**config.mk**
```make
export PLATFORM = sky130hd
export DESIGN_NAME = ws2812_code
export DESIGN_NICKNAME = d
export VERILOG_FILES = /design/src/rtl/ws2812_pkg.sv /design/src/rtl/ws2812_code.sv
export SDC_FILE = /design/constraint.sdc
export NUM_CORES = 1
export LEC_CHECK = 0
export BUFFER_PORTS_ARGS = -buffer_cell sky130_fd_sc_hd__buf_4
export CAP_MARGIN = 20
export CORE_MARGIN = 3
export CORE_UTILIZATION = 60
export DETAILED_ROUTE_END_ITERATION = 16
export PLACE_DENSITY = 0.79
export SETUP_SLACK_MARGIN = 0.02
export SKIP_LAST_GASP = 1
export SYNTH_ARGS = -nofsm -noshare
export SYNTH_HDL_FRONTEND = slang
export SYNTH_SLANG_ARGS = --single-unit
```
**constraint.sdc**
```tcl
create_clock -name clk_in -period 5.8 [get_ports clk_in]
set_clock_uncertainty 0.2 [all_clocks]
set_input_delay 0.29 -clock clk_in [delete_from_list [all_inputs] [get_ports clk_in]]
set_output_delay 0.29 -clock clk_in [all_outputs]
set_load 0.05 [all_outputs]
```
**src/rtl/ws2812_pkg.sv**
```systemverilog
// Shared WS2812 definitions: encoder state encoding and default bit timings
// (200 MHz clock), also used by the frame controller's reset-gap budget.
package ws2812_pkg;

  typedef enum logic [1:0] {
    IDLE = 2'd0,
    HIGH = 2'd1,
    LOW  = 2'd2
  } ws2812_state_t;

  localparam logic [7:0] T0H_DEF = 8'd80;
  localparam logic [7:0] T0L_DEF = 8'd170;
  localparam logic [7:0] T1H_DEF = 8'd160;
  localparam logic [7:0] T1L_DEF = 8'd90;

  // 50 us line-low reset gap in 200 MHz cycles.
  localparam int unsigned CNT_50_US = 10000;

  // Counter load for a phase of 'c0' (bit 0) or 'c1' (bit 1) cycles.
  function automatic logic [7:0] phase_load(input logic b, input logic [7:0] c0,
                                            input logic [7:0] c1);
    return (b ? c1 : c0) - 8'd1;
  endfunction

endpackage

```
**src/rtl/ws2812_code.sv**
```systemverilog
// WS2812 single-bit NRZ encoder: one bit per strobe, high phase then low phase,
// with a registered one-cycle done pulse in the last low cycle.
module ws2812_code
  import ws2812_pkg::*;
#(
  parameter logic [7:0] T0H_CNT = T0H_DEF,
  parameter logic [7:0] T0L_CNT = T0L_DEF,
  parameter logic [7:0] T1H_CNT = T1H_DEF,
  parameter logic [7:0] T1L_CNT = T1L_DEF
) (
  input  logic       clk_in,
  input  logic       rst_n_in,
  input  logic       bit_rdy_in,
  input  logic       bit_data_in,
  output logic       bit_done_out,
  output logic       ws2812_data_out,
  output logic       err_ovf_out,
  output logic [1:0] state_dbg_out
);

  // Handshake: a bit_rdy_in strobe is accepted only in IDLE or in the cycle
  // bit_done_out is high; any other strobe is dropped and sets err_ovf_out.
  ws2812_state_t state_q, state_d;
  logic [7:0]    cnt_q, cnt_d;
  logic          bit_q, bit_d;
  logic          err_q, err_d;
  logic          line_q, line_d;
  logic          done_q, done_d;
  logic          cnt_zero;

  assign cnt_zero = (cnt_q == 8'd0);

  always_comb begin
    state_d = state_q;
    cnt_d   = cnt_q;
    bit_d   = bit_q;
    err_d   = err_q;
    case (state_q)
      IDLE: begin
        if (bit_rdy_in) begin
          bit_d   = bit_data_in;
          cnt_d   = phase_load(bit_data_in, T0H_CNT, T1H_CNT);
          state_d = HIGH;
        end
      end
      HIGH: begin
        if (bit_rdy_in) err_d = 1'b1;
        if (cnt_zero) begin
          cnt_d   = phase_load(bit_q, T0L_CNT, T1L_CNT);
          state_d = LOW;
        end else begin
          cnt_d = cnt_q - 8'd1;
        end
      end
      LOW: begin
        if (cnt_zero) begin
          if (bit_rdy_in) begin
            bit_d   = bit_data_in;
            cnt_d   = phase_load(bit_data_in, T0H_CNT, T1H_CNT);
            state_d = HIGH;
          end else begin
            state_d = IDLE;
          end
        end else begin
          if (bit_rdy_in) err_d = 1'b1;
          cnt_d = cnt_q - 8'd1;
        end
      end
      default: state_d = IDLE;
    endcase
    // Outputs are registered from the next state so the pin has no comb path.
    line_d = (state_d == HIGH);
    done_d = (state_d == LOW) && (cnt_d == 8'd0);
  end

  always_ff @(posedge clk_in or negedge rst_n_in) begin
    if (!rst_n_in) begin
      state_q <= IDLE;
      cnt_q   <= 8'd0;
      bit_q   <= 1'b0;
      err_q   <= 1'b0;
      line_q  <= 1'b0;
      done_q  <= 1'b0;
    end else begin
      state_q <= state_d;
      cnt_q   <= cnt_d;
      bit_q   <= bit_d;
      err_q   <= err_d;
      line_q  <= line_d;
      done_q  <= done_d;
    end
  end

  assign ws2812_data_out = line_q;
  assign bit_done_out    = done_q;
  assign err_ovf_out     = err_q;
  assign state_dbg_out   = state_q;

endmodule

```
==> results of run 1 <==
-- state kept, by name (all words and copies together), names as in the netlist --
register         flops
cnt_q                8
state_dbg_out        2
bit_done_out         1
bit_q                1
err_ovf_out          1
ws2812_data_out      1
-- area by class of cell --
| cell class | count | area [sq um] |
|---|---|---|
| multi-input combinational | 87 | 589 |
| fill | 116 | 442 |
| sequential | 14 | 350 |
| timing repair buffer | 9 | 70.1 |
| clock buffer | 4 | 36.3 |
| inverter | 9 | 33.8 |
| tap | 16 | 20.0 |
-- power by group through the flow --
stage	combinational (uW)	sequential [uW]	clock, uW
final	231	200	70.3
after global routing	262	208	77.0
after CTS	227	198	71.1
after detailed placement	225	199	0
after global placement	221	198	0
after floorplan	199	179	0
-- stage by stage --
| stage | total power, uW | instance area (sq um) |
|---|---|---|
| 6_report | 502 | 1100 |
| 5_1_grt | 547 | 1100 |
| 4_1_cts | 496 | 1100 |
| 3_5_place_dp | 424 | 1050 |
| 3_3_place_gp | 419 | 1050 |
| 2_1_floorplan | 378 | 1010 |
-- final timing paths --
| check | startpoint | endpoint | slack (ps) | depth (start not counted) |
|---|---|---|---|---|
| setup / recovery | cnt_q[0] | bit_q | 3140 | 7 |
| hold / removal | bit_data_in | bit_q | 100 | 2 |
| setup reg to reg | cnt_q[0] | bit_q | 3140 | 7 |
| hold reg to reg | err_ovf_out | err_ovf_out | 260 | 1 |
| max in group asynchronous | rst_n_in | cnt_q[4] | 5040 | 2 |
| min in group asynchronous | rst_n_in | ws2812_data_out | 180 | 2 |
-- critical path: cells and delay by family (launching register included) --
family | cells | cell delay (ps)
DFF | 1 | 450
and+or+nand+nor | 2 | 900
adders and majority gates | 1 | 340
AOI/OAI and AO/OA | 1 | 210
buffers and inverters | 2 | 160
muxes | 1 | 300
-- placed cells by master, fill, tap and decap left out, types with 3 or more instances in the layout --
cell / Yosys / final
a21oi_1: 5 / 5
or3_1: 5 / 5
a31oi_1: 4 / 4
nor2_1: 6 / 6
nand2_1: 8 / 8
nor3b_1: 3 / 3
dfrtp_1: 14 / 14
o21ai_0: 8 / 8
inv_1: 8 / 8
a211oi_1: 6 / 6
nand3_1: 4 / 4
clkbuf_4: 0 / 3
buf_4: 0 / 8
o221ai_1: 3 / 3
-- layer usage --
layer / global-route usage / part of all wire
met4: 0.0994 / 0.019
met5: 0 / 0
met3: 0.0421 / 0.086
met1: 0.413 / 0.43
met2: 0.415 / 0.46
-- cell families (layout without fill, tap and decap cells) --
family	Yosys count	in the layout	synth area share
AO/OA/AOI/OAI	44	44	0.314
AND/OR/NAND/NOR	38	38	0.212
buffers and inverters	16	22	0.0740
flip-flops	14	14	0.345
XOR/XNOR	2	2	0.0173
multiplexers	2	2	0.0247
adder cells (fa/ha/maj)	1	1	0.0123
==> results by group, run 1 <==
Clock tree
  • Clock slew at reported path FFs: approximately 90 ps
  • Clock insertion delay at the later pin of the skew report: approximately 280 ps
  • Post-CTS setup buffers: 0
  • Root buffer cell: clkbuf_4
  • CTS resizes: 0
  • Clk buf depth: 2
  • Total CTS buffers: 3
  • H-tree levels: 1
  • CTS tree: done
  • Clk sink count: 14
  • Cts hold-fix bufs: 1

Floorplanning
  • Die W: 47.1 microns
  • Starting Density: 0.658
  • IO Count: 9
  • Die height: 47.1 microns
  • Area of the core: between 0.0015 and 0.002 sq mm
  • Total die area: 0.00222 sq mm
  • # rows: 14

Synth
  • Most used DFF post-synth: dfrtp_1
  • Synthesis Warnings: 0
  • Share of flip-flops with an asynchronous set or reset: 1.00
  • Top-count cell post-synth: dfrtp_1
  • Syn Inst Count: 117
  • Syn avg cell area: 8.67 sq um
  • Number of synthesized flops with an enable pin: 0
  • Area leader, netlist: dfrtp_1
  • Yosys cell types: 42
  • Synthesized cell area: between 0.001 and 0.0015 sq mm
  • Post-synth net total: about 120
  • Top-area cell type share of the netlist area: 0.345
  • Top cells by count, synth: dfrtp_1 (14), inv_1 (8), nand2_1 (8), o21ai_0 (8)
  • #FFs+latches synth: 14
  • Synth area leaders: dfrtp_1 (35%), a211oi_1 (4.4%), o21ai_0 (3.9%)
  • Post-synthesis sequential area ratio: 0.345

Placed design
  • Post-detail-place hpwl: 1710 microns
  • Placed cell count: 134
  • Place WS: 3200 ps
  • GPL Wtd Cong: 1.03
  • # port buffers: 8

Critical path
  • Worst setup EP type: flop
  • Worst EP required: 5780 ps
  • Critical path's largest stage delay: 570 ps
  • Critical Path Fanout Max: 11
  • Critical path class: flop to flop
  • Critical path arrival: between 2000 and 3000 ps
  • Setup crit start kind: flop
  • Crit-path cells: inv_1 > ha_1 > or3b_2 > o21ai_4 > inv_2 > or3_1 > mux2_4
  • Slowest-stage cell, CP: or3b_2

Global route
  • First-pass GRT wire length: 4330 microns
  • Gr usage total: 0.280
  • Largest net degree at the start of global routing: 27
  • Number of global-route vias before repair: roughly 900
  • Initial antenna violation count: 0
  • GRT overflow: 0

Pwr
  • Power Internal: 269 uW
  • Gate power share: 0.461
  • Leakage: 0.000444 uW
  • Clock power frac: 0.140
  • Power per Cell Area: around 460 mW/mm^2
  • Switch Pwr: 233 uW
  • Switching Share: 0.464
  • Worst IR Drop VDD: 0.287 mV
  • Share of power burned in registers: 0.399

Layout
  • Final #Nets: 129
  • N_diodes: 0
  • Fin util: 0.713
  • Layout cell share with drive strength beyond 1: 0.154
  • Area grow syn2layout: 8.38%
  • Fin cells: 139

Timing
  • WHS: 104 ps
  • Min Tclk post-route: 2660 ps
  • Fin. Hold Viols: 0
  • Slew Limit Headroom: 0.516
  • Setup ws final: between 3000 and 4000 ps
  • RSZ-0062 raised after global routing: false
  • Fin crit share: 0.459
  • Fmax: 375 MHz
  • Max-slew violations: 0
  • Final setup violation count: 0
  • Slew @ Worst Pin: 725 ps
  • Post-route setup TNS: 0 ps

Detailed routing
  • Routed vias: 978
  • Wirelength per Cell: about 18 microns
  • First-pass DRT Iterations: 5
  • Post-route ant nets: 0
  • DR iter-0 viols: 29
  • Routed WL: 2440 microns
  • Via density: 7.04
  • DRC viols: 0

Flow run
  • Max-cap violations: 0

Run status
  • Status: complete, no violations

Hold path
  • Hold WC Path Type: input port to flop
Power figures use the tool's default switching activity.
==> run 2, diff against run 1 <==
--- a/config.mk
+++ b/config.mk
@@ -8,9 +8,9 @@
 export BUFFER_PORTS_ARGS = -buffer_cell sky130_fd_sc_hd__buf_4
 export CAP_MARGIN = 20
 export CORE_MARGIN = 3
-export CORE_UTILIZATION = 60
+export CORE_UTILIZATION = 52
 export DETAILED_ROUTE_END_ITERATION = 16
-export PLACE_DENSITY = 0.79
+export PLACE_DENSITY = 0.73
 export SETUP_SLACK_MARGIN = 0.02
 export SKIP_LAST_GASP = 1
 export SYNTH_ARGS = -nofsm -noshare
==> constraint.sdc (replaced) <==
create_clock -name clk_in -period 2.37 [get_ports clk_in]
set_clock_uncertainty 0.2 [all_clocks]
set_input_delay 0.1185 -clock clk_in [delete_from_list [all_inputs] [get_ports clk_in]]
set_output_delay 0.1185 -clock clk_in [all_outputs]
set_load 0.05 [all_outputs]
==> results by group, run 2 (same netlist as run 1, synthesis figures left out) <==
Run status
  • Status: complete, no violations

Floorplanning
  • # rows: 15 (+1)
  • IO Count: 9 (unchanged)
  • Die W: 50.2 microns (+6.5%)
  • Die height: 50.2 microns (+6.5%)
  • Starting Density: 0.569 (-0.0892)
  • Area of the core: 0.00178 sq mm (+16%)
  • Total die area: 0.00252 sq mm (+13%)

Layout
  • Layout cell share with drive strength beyond 1: 0.243 (+0.0884)
  • Final #Nets: 147 (+14%)
  • Fin cells: 165 (+19%)
  • Footprint of the multi-input gates: 592 sq um (+0.42%)
  • Max reg flops: 8 (unchanged)
  • Area grow syn2layout: 22.2%
  • Seq. cell area: 350 sq um (unchanged)
  • Largest Register: cnt_q
  • Design Area, Final: 0.00124 sq mm (+13%)
  • Most common cell after layout, fill and taps aside: buf_4
  • N_diodes: 0 (unchanged)
  • Most frequent cells in the layout: buf_4 (24), dfrtp_1 (14), inv_1 (8), nand2_1 (8), o21ai_0 (8)
  • Fillers: 138 (+19%)

Clock tree
  • Total CTS buffers: 3 (unchanged)
  • CTS tree: done
  • Clk buf depth: 2 (unchanged)
  • H-tree levels: 1 (unchanged)
  • Clock slew at reported path FFs: 80 ps (about the same)
  • Clock insertion delay at the later pin of the skew report: 280 ps (about the same)
  • Root buffer cell: clkbuf_4
  • Post-CTS setup buffers: 0 (unchanged)
  • Clk sink count: 14 (unchanged)

Global route
  • GRT overflow: 0 (unchanged)
  • Gr usage total: 0.249 (-0.0308)
  • Initial antenna violation count: 0 (unchanged)
  • Met1 GRT Util: 0.319 (-0.0933)
  • First-pass GRT wire length: 4650 microns (+7.5%)
  • Gr busiest metal: met2
  • Met3 GRT Util: 0.0326 (-0.00950)
  • Largest net degree at the start of global routing: 15 (-44%)
  • Met2 usage: 0.389 (-0.0255)
  • Number of global-route vias before repair: 972 (+7.8%)

Pwr
  • Worst IR Drop VDD: 0.724 mV (+150%)
  • Clock power frac: 0.097 (-0.043)
  • Switch Pwr: 605 uW (+160%)
  • Gate power share: 0.594 (+0.133)
  • Share of power burned in registers: 0.309 (-0.090)
  • Switching Share: 0.453 (-0.0110)
  • Power Internal: 732 uW (+170%)
  • Power per Cell Area: 1080 mW/mm^2 (+140%)
  • Leakage: 0.000523 uW (+18%)

Placed design
  • # port buffers: 8 (unchanged)
  • Placed cell count: 159 (+19%)
  • DP Area: 0.00118 sq mm (+12%)
  • Post-detail-place hpwl: 2060 microns (+20%)
  • GPL Wtd Cong: 0.929 (-9.6%)

Critical path
  • RR Endpoint: bit_q
  • Slowest-stage cell, CP: or4_4
  • Crit-path cells: or4_4 > o21ai_4 > inv_2 > or3_1 > mux2_4
  • Critical path's largest stage delay: 590 ps (+20 ps)
  • Critical Path Fanout Max: 5 (-6)
  • Buf+Inv Stages, Crit Path: 1 (-1)
  • Reg-to-reg slack, setup: 140 ps (-3000 ps)
  • Worst Reg-to-Reg Cells: 5 (-2)
  • Setup crit start kind: flop
  • Worst setup EP type: flop
  • Critical path arrival: 2200 ps (-440 ps)
  • Critical path class: flop to flop
  • Worst EP required: 2340 ps (-3440 ps)
  • R2r startpoint: cnt_q[5]
  • Top cell family by delay on the critical path: simple AND/OR/NAND/NOR gates

Timing
  • RSZ-0062 raised after global routing: false
  • Fin crit share: 0.942 (+0.483)
  • Slew Limit Headroom: 0.571 (+0.0544)
  • Post-route setup TNS: 0 ps (unchanged)
  • Slew @ Worst Pin: 628 ps (-97.9 ps)
  • Min Tclk post-route: 2230 ps (-431 ps)
  • Fmax: 448 MHz (+19%)
  • Final setup violation count: 0 (unchanged)
  • Max-slew violations: 0 (unchanged)
  • Fin. Hold Viols: 0 (unchanged)

Detailed routing
  • Routed vias: 1047 (+7.1%)
  • Via density: 6.35 (-9.8%)
  • Post-route ant nets: 0 (unchanged)
  • Wirelength per Cell: 16.7 microns (-5.1%)
  • First-pass DRT Iterations: 5 (unchanged)
  • Routed WL: 2750 microns (+13%)
  • DR iter-0 viols: 69 (+140%)
  • DRC viols: 0 (unchanged)

Flow run
  • Max-cap violations: 0 (unchanged)

Hold path
  • Hold WC Path Type: input port to async pin
run 2: per-stage QoR:
| step | hold slack (ps) | power [uW] | util | worst slack, ps |
|---|---|---|---|---|
| 2_1_floorplan | -377 | 924 | - | 70.8 |
| 3_3_place_gp | -221 | 1150 | 0.665 | 132 |
| 3_5_place_dp | -220 | 1190 | 0.665 | 69.4 |
| 4_1_cts | 24.8 | 1330 | 0.694 | 39.2 |
| 5_1_grt | 31.5 | 1440 | 0.695 | 46.1 |
| 6_report | 37.2 | 1340 | 0.695 | 136 |
run 2: area by class of cell:
| cell class | instances | share of cell area |
|---|---|---|
| multi-input combinational | 87 | 0.477 |
| inverter | 9 | 0.0272 |
| clock buffer | 3 | 0.0182 |
| sequential | 14 | 0.283 |
| tap | 25 | 0.0252 |
| timing repair buffer | 27 | 0.170 |
run 2: power groups by stage:
stage | sequential [uW] | combinational [uW] | clock (uW)
2_1_floorplan | 439 | 486 | 0
3_3_place_gp | 407 | 748 | 0
3_5_place_dp | 414 | 774 | 0
4_1_cts | 411 | 781 | 135
5_1_grt | 425 | 863 | 155
6_report | 413 | 794 | 130
run 2: worst max path at each step:
stage               startpoint      endpoint  slack [ps]  depth (start not counted)
finish                cnt_q[5]         bit_q         140                          5
global route          cnt_q[0]  bit_done_out          50                          9
CTS                   cnt_q[0]         bit_q          40                          7
detailed placement    cnt_q[0]         bit_q          70                          7
global placement      cnt_q[0]         bit_q         130                          7
floorplan             cnt_q[0]         bit_q          70                          7
run 2: timing repair:
item | in CTS | in global routing
resized for setup | 0 | 1
hold endpoints to repair | 16 | 0
endpoints found under the setup margin | 0 | 2
hold buffers | 3 | 0
run 2: per-layer routing:
layer  wire length (microns)  vias to the layer above  share of wire
met3                     234                        9          0.085
met5                       0                        -              0
li1                        -                      493              -
met4                      80                        0          0.029
met2                    1320                       62           0.48
met1                    1120                      483           0.41
==> run 3, diff against run 2 <==
--- a/config.mk
+++ b/config.mk
@@ -11,7 +11,7 @@
 export CORE_UTILIZATION = 52
 export DETAILED_ROUTE_END_ITERATION = 16
 export PLACE_DENSITY = 0.73
-export SETUP_SLACK_MARGIN = 0.02
+export SETUP_SLACK_MARGIN = 0.4
 export SKIP_LAST_GASP = 1
 export SYNTH_ARGS = -nofsm -noshare
 export SYNTH_HDL_FRONTEND = slang
==> results by group, run 3 (same netlist as run 1, synthesis figures left out) <==
Critical path
  • Setup crit start kind: flop
  • Critical path's largest stage delay: 560 ps (-30 ps)
  • Slowest-stage cell, CP: dfrtp_4
  • Critical Path Fanout Max: 12 (+7)
  • Critical path arrival: 2160 ps (-40 ps)
  • Top cell family by delay on the critical path: simple AND/OR/NAND/NOR gates
  • Critical path class: flop to flop
  • Worst EP required: 2360 ps (+20 ps)
  • Buf+Inv Stages, Crit Path: 1 (unchanged)
  • Worst setup EP type: flop
  • Crit-path cells: buf_4 > nor2_1 > nand3_1 > a31oi_2 > a311oi_2 > nor4_1

Pwr
  • Leakage: 0.000576 uW (+10%)
  • Clock power frac: 0.093 (-0.004)
  • Gate power share: 0.641 (+0.047)
  • Switching Share: 0.469 (+0.0162)
  • Switch Pwr: 751 uW (+24%)
  • Power Internal: 851 uW (+16%)
  • Worst IR Drop VDD: 0.783 mV (+8.1%)
  • Power per Cell Area: 1120 mW/mm^2 (+3.9%)
  • Share of power burned in registers: 0.266 (-0.043)

Timing
  • Post-route setup TNS: 0 ps (unchanged)
  • WHS: 2.49 ps (-34.8 ps)
  • Final setup violation count: 0 (unchanged)
  • Fin. Hold Viols: 0 (unchanged)
  • RSZ-0062 raised after global routing: true
  • Slew @ Worst Pin: 448 ps (-180 ps)
  • Fmax: 460 MHz (+2.9%)
  • Slew Limit Headroom: 0.701 (+0.130)
  • Max-slew violations: 0 (unchanged)
  • Min Tclk post-route: 2170 ps (-62.1 ps)
  • Fin crit share: 0.916 (-0.0262)

Floorplanning
  • Die W: 50.2 microns (unchanged)
  • # rows: 15 (unchanged)
  • Total die area: 0.00252 sq mm (unchanged)
  • Area of the core: 0.00178 sq mm (unchanged)
  • IO Count: 9 (unchanged)
  • Starting Density: 0.569 (unchanged)
  • Die height: 50.2 microns (unchanged)

Detailed routing
  • DR iter-0 viols: 59 (-14%)
  • Via density: 6.65 (+4.8%)
  • DRC viols: 0 (unchanged)
  • Wirelength per Cell: 20.4 microns (+23%)
  • Routed WL: 3530 microns (+29%)
  • First-pass DRT Iterations: 4 (-1)
  • Routed vias: 1150 (+9.8%)
  • Post-route ant nets: 0 (unchanged)

Global route
  • First-pass GRT wire length: 4880 microns (+4.9%)
  • GRT overflow: 0 (unchanged)
  • Gr busiest metal: met2
  • Met1 GRT Util: 0.331 (+0.0120)
  • Largest net degree at the start of global routing: 20 (+5)
  • Met3 GRT Util: 0.0475 (+0.0148)
  • Met2 usage: 0.417 (+0.0283)
  • Number of global-route vias before repair: 1033 (+6.3%)
  • Gr usage total: 0.259 (+0.0103)
  • Initial antenna violation count: 0 (unchanged)

Clock tree
  • Total CTS buffers: 3 (unchanged)
  • CTS tree: done
  • Clock insertion delay at the later pin of the skew report: 290 ps (about the same)
  • Clk buf depth: 2 (unchanged)
  • Root buffer cell: clkbuf_4
  • H-tree levels: 1 (unchanged)
  • Clock slew at reported path FFs: 90 ps (about the same)
  • Clk sink count: 14 (unchanged)

Layout
  • N_diodes: 0 (unchanged)
  • Largest Register: cnt_q
  • Fin util: 0.802 (+0.107)
  • Layout cell share with drive strength beyond 1: 0.432 (+0.190)
  • Final #Nets: 154 (+4.8%)
  • Most frequent cells in the layout: buf_4 (28), dfrtp_1 (11), o21ai_0 (8)
  • Fillers: 116 (-16%)
  • Most common cell after layout, fill and taps aside: buf_4
  • Area grow syn2layout: 40.9%
  • Max reg flops: 8 (unchanged)

Placed design
  • GPL Wtd Cong: 1.01 (+8.4%)
  • Post-detail-place hpwl: 1850 microns (-10%)
  • # port buffers: 8 (unchanged)

Run status
  • Status: complete, no violations

Hold path
  • Hold WC Path Type: input port to async pin

Flow run
  • Max-cap violations: 0 (unchanged)
==> run 3: cell count changes in the layout (fill, tap and decap cells not counted), moves of 3 or more <==
cell,before,now
a211oi_1,6,1
dfrtp_1,14,11
a211oi_2,0,5
buf_6,0,3
buf_4,24,28
==> run 3: worst register-to-register path: stages (launching register included) <==
cell	delay (ps)
dfrtp_4	560
buf_4	190
nor2_1	330
nand3_1	200
a31oi_2	240
a311oi_2	70
nor4_1	280
==> run 3: power groups by stage <==
| stage | clock network [uW] | logic [uW] | registers [uW] |
|---|---|---|---|
| floorplan | 0 | 504 | 444 |
| global placement | 0 | 663 | 453 |
| detailed placement | 0 | 673 | 454 |
| CTS | 148 | 859 | 416 |
| global route | 160 | 1100 | 433 |
| finish | 149 | 1030 | 425 |
==> run 3: stage by stage <==
stage / total power, uW / cells / area, sq um / setup WS (ps)
floorplan: 948 / 117 / 1030 / 181
global placement: 1120 / 151 / 1140 / 173
detailed placement: 1130 / 151 / 1140 / 117
CTS: 1420 / 166 / 1320 / 181
global route: 1690 / 173 / 1430 / 31.9
finish: 1600 / 173 / 1430 / 198
==> run 3: path summary, 6_finish.rpt <==
kind,startpoint,endpoint,slack (ps),cells after the start
worst max register to register,state_dbg_out[0],bit_done_out,200,6
worst min register to register,err_ovf_out,err_ovf_out,270,1
min in group clk_in,err_ovf_out,err_ovf_out,270,1
worst min-delay path,rst_n_in,state_dbg_out[0],2,2
max in group asynchronous,rst_n_in,cnt_q[3],1760,2
worst max-delay path,state_dbg_out[0],bit_done_out,200,6
==> run 3: what timing repair did <==
action                                  CTS  global route
endpoints found under the setup margin    4            10
cloned                                    0             0
endpoints found under the hold margin    17             0
hold buffers                              3             0
buffers inserted                          8             7
resized for setup                        15            13
pin swaps                                 9             8
==> run 3: final cells by class <==
cell class	count	area, sq um	share of cell area
Multi-Input combinational cell	87	708	0.495
Sequential cell	14	357	0.249
Timing Repair Buffer	34	274	0.192
Inverter	9	33.8	0.0236
Tap cell	25	31.3	0.0219
Clock buffer	4	26.3	0.0184
==> run 3: metal layers <==
metal	wire length [microns]	up-vias
met4	160	0
met1	1390	554
met2	1710	71
met5	0	-
li1	-	505
met3	273	20
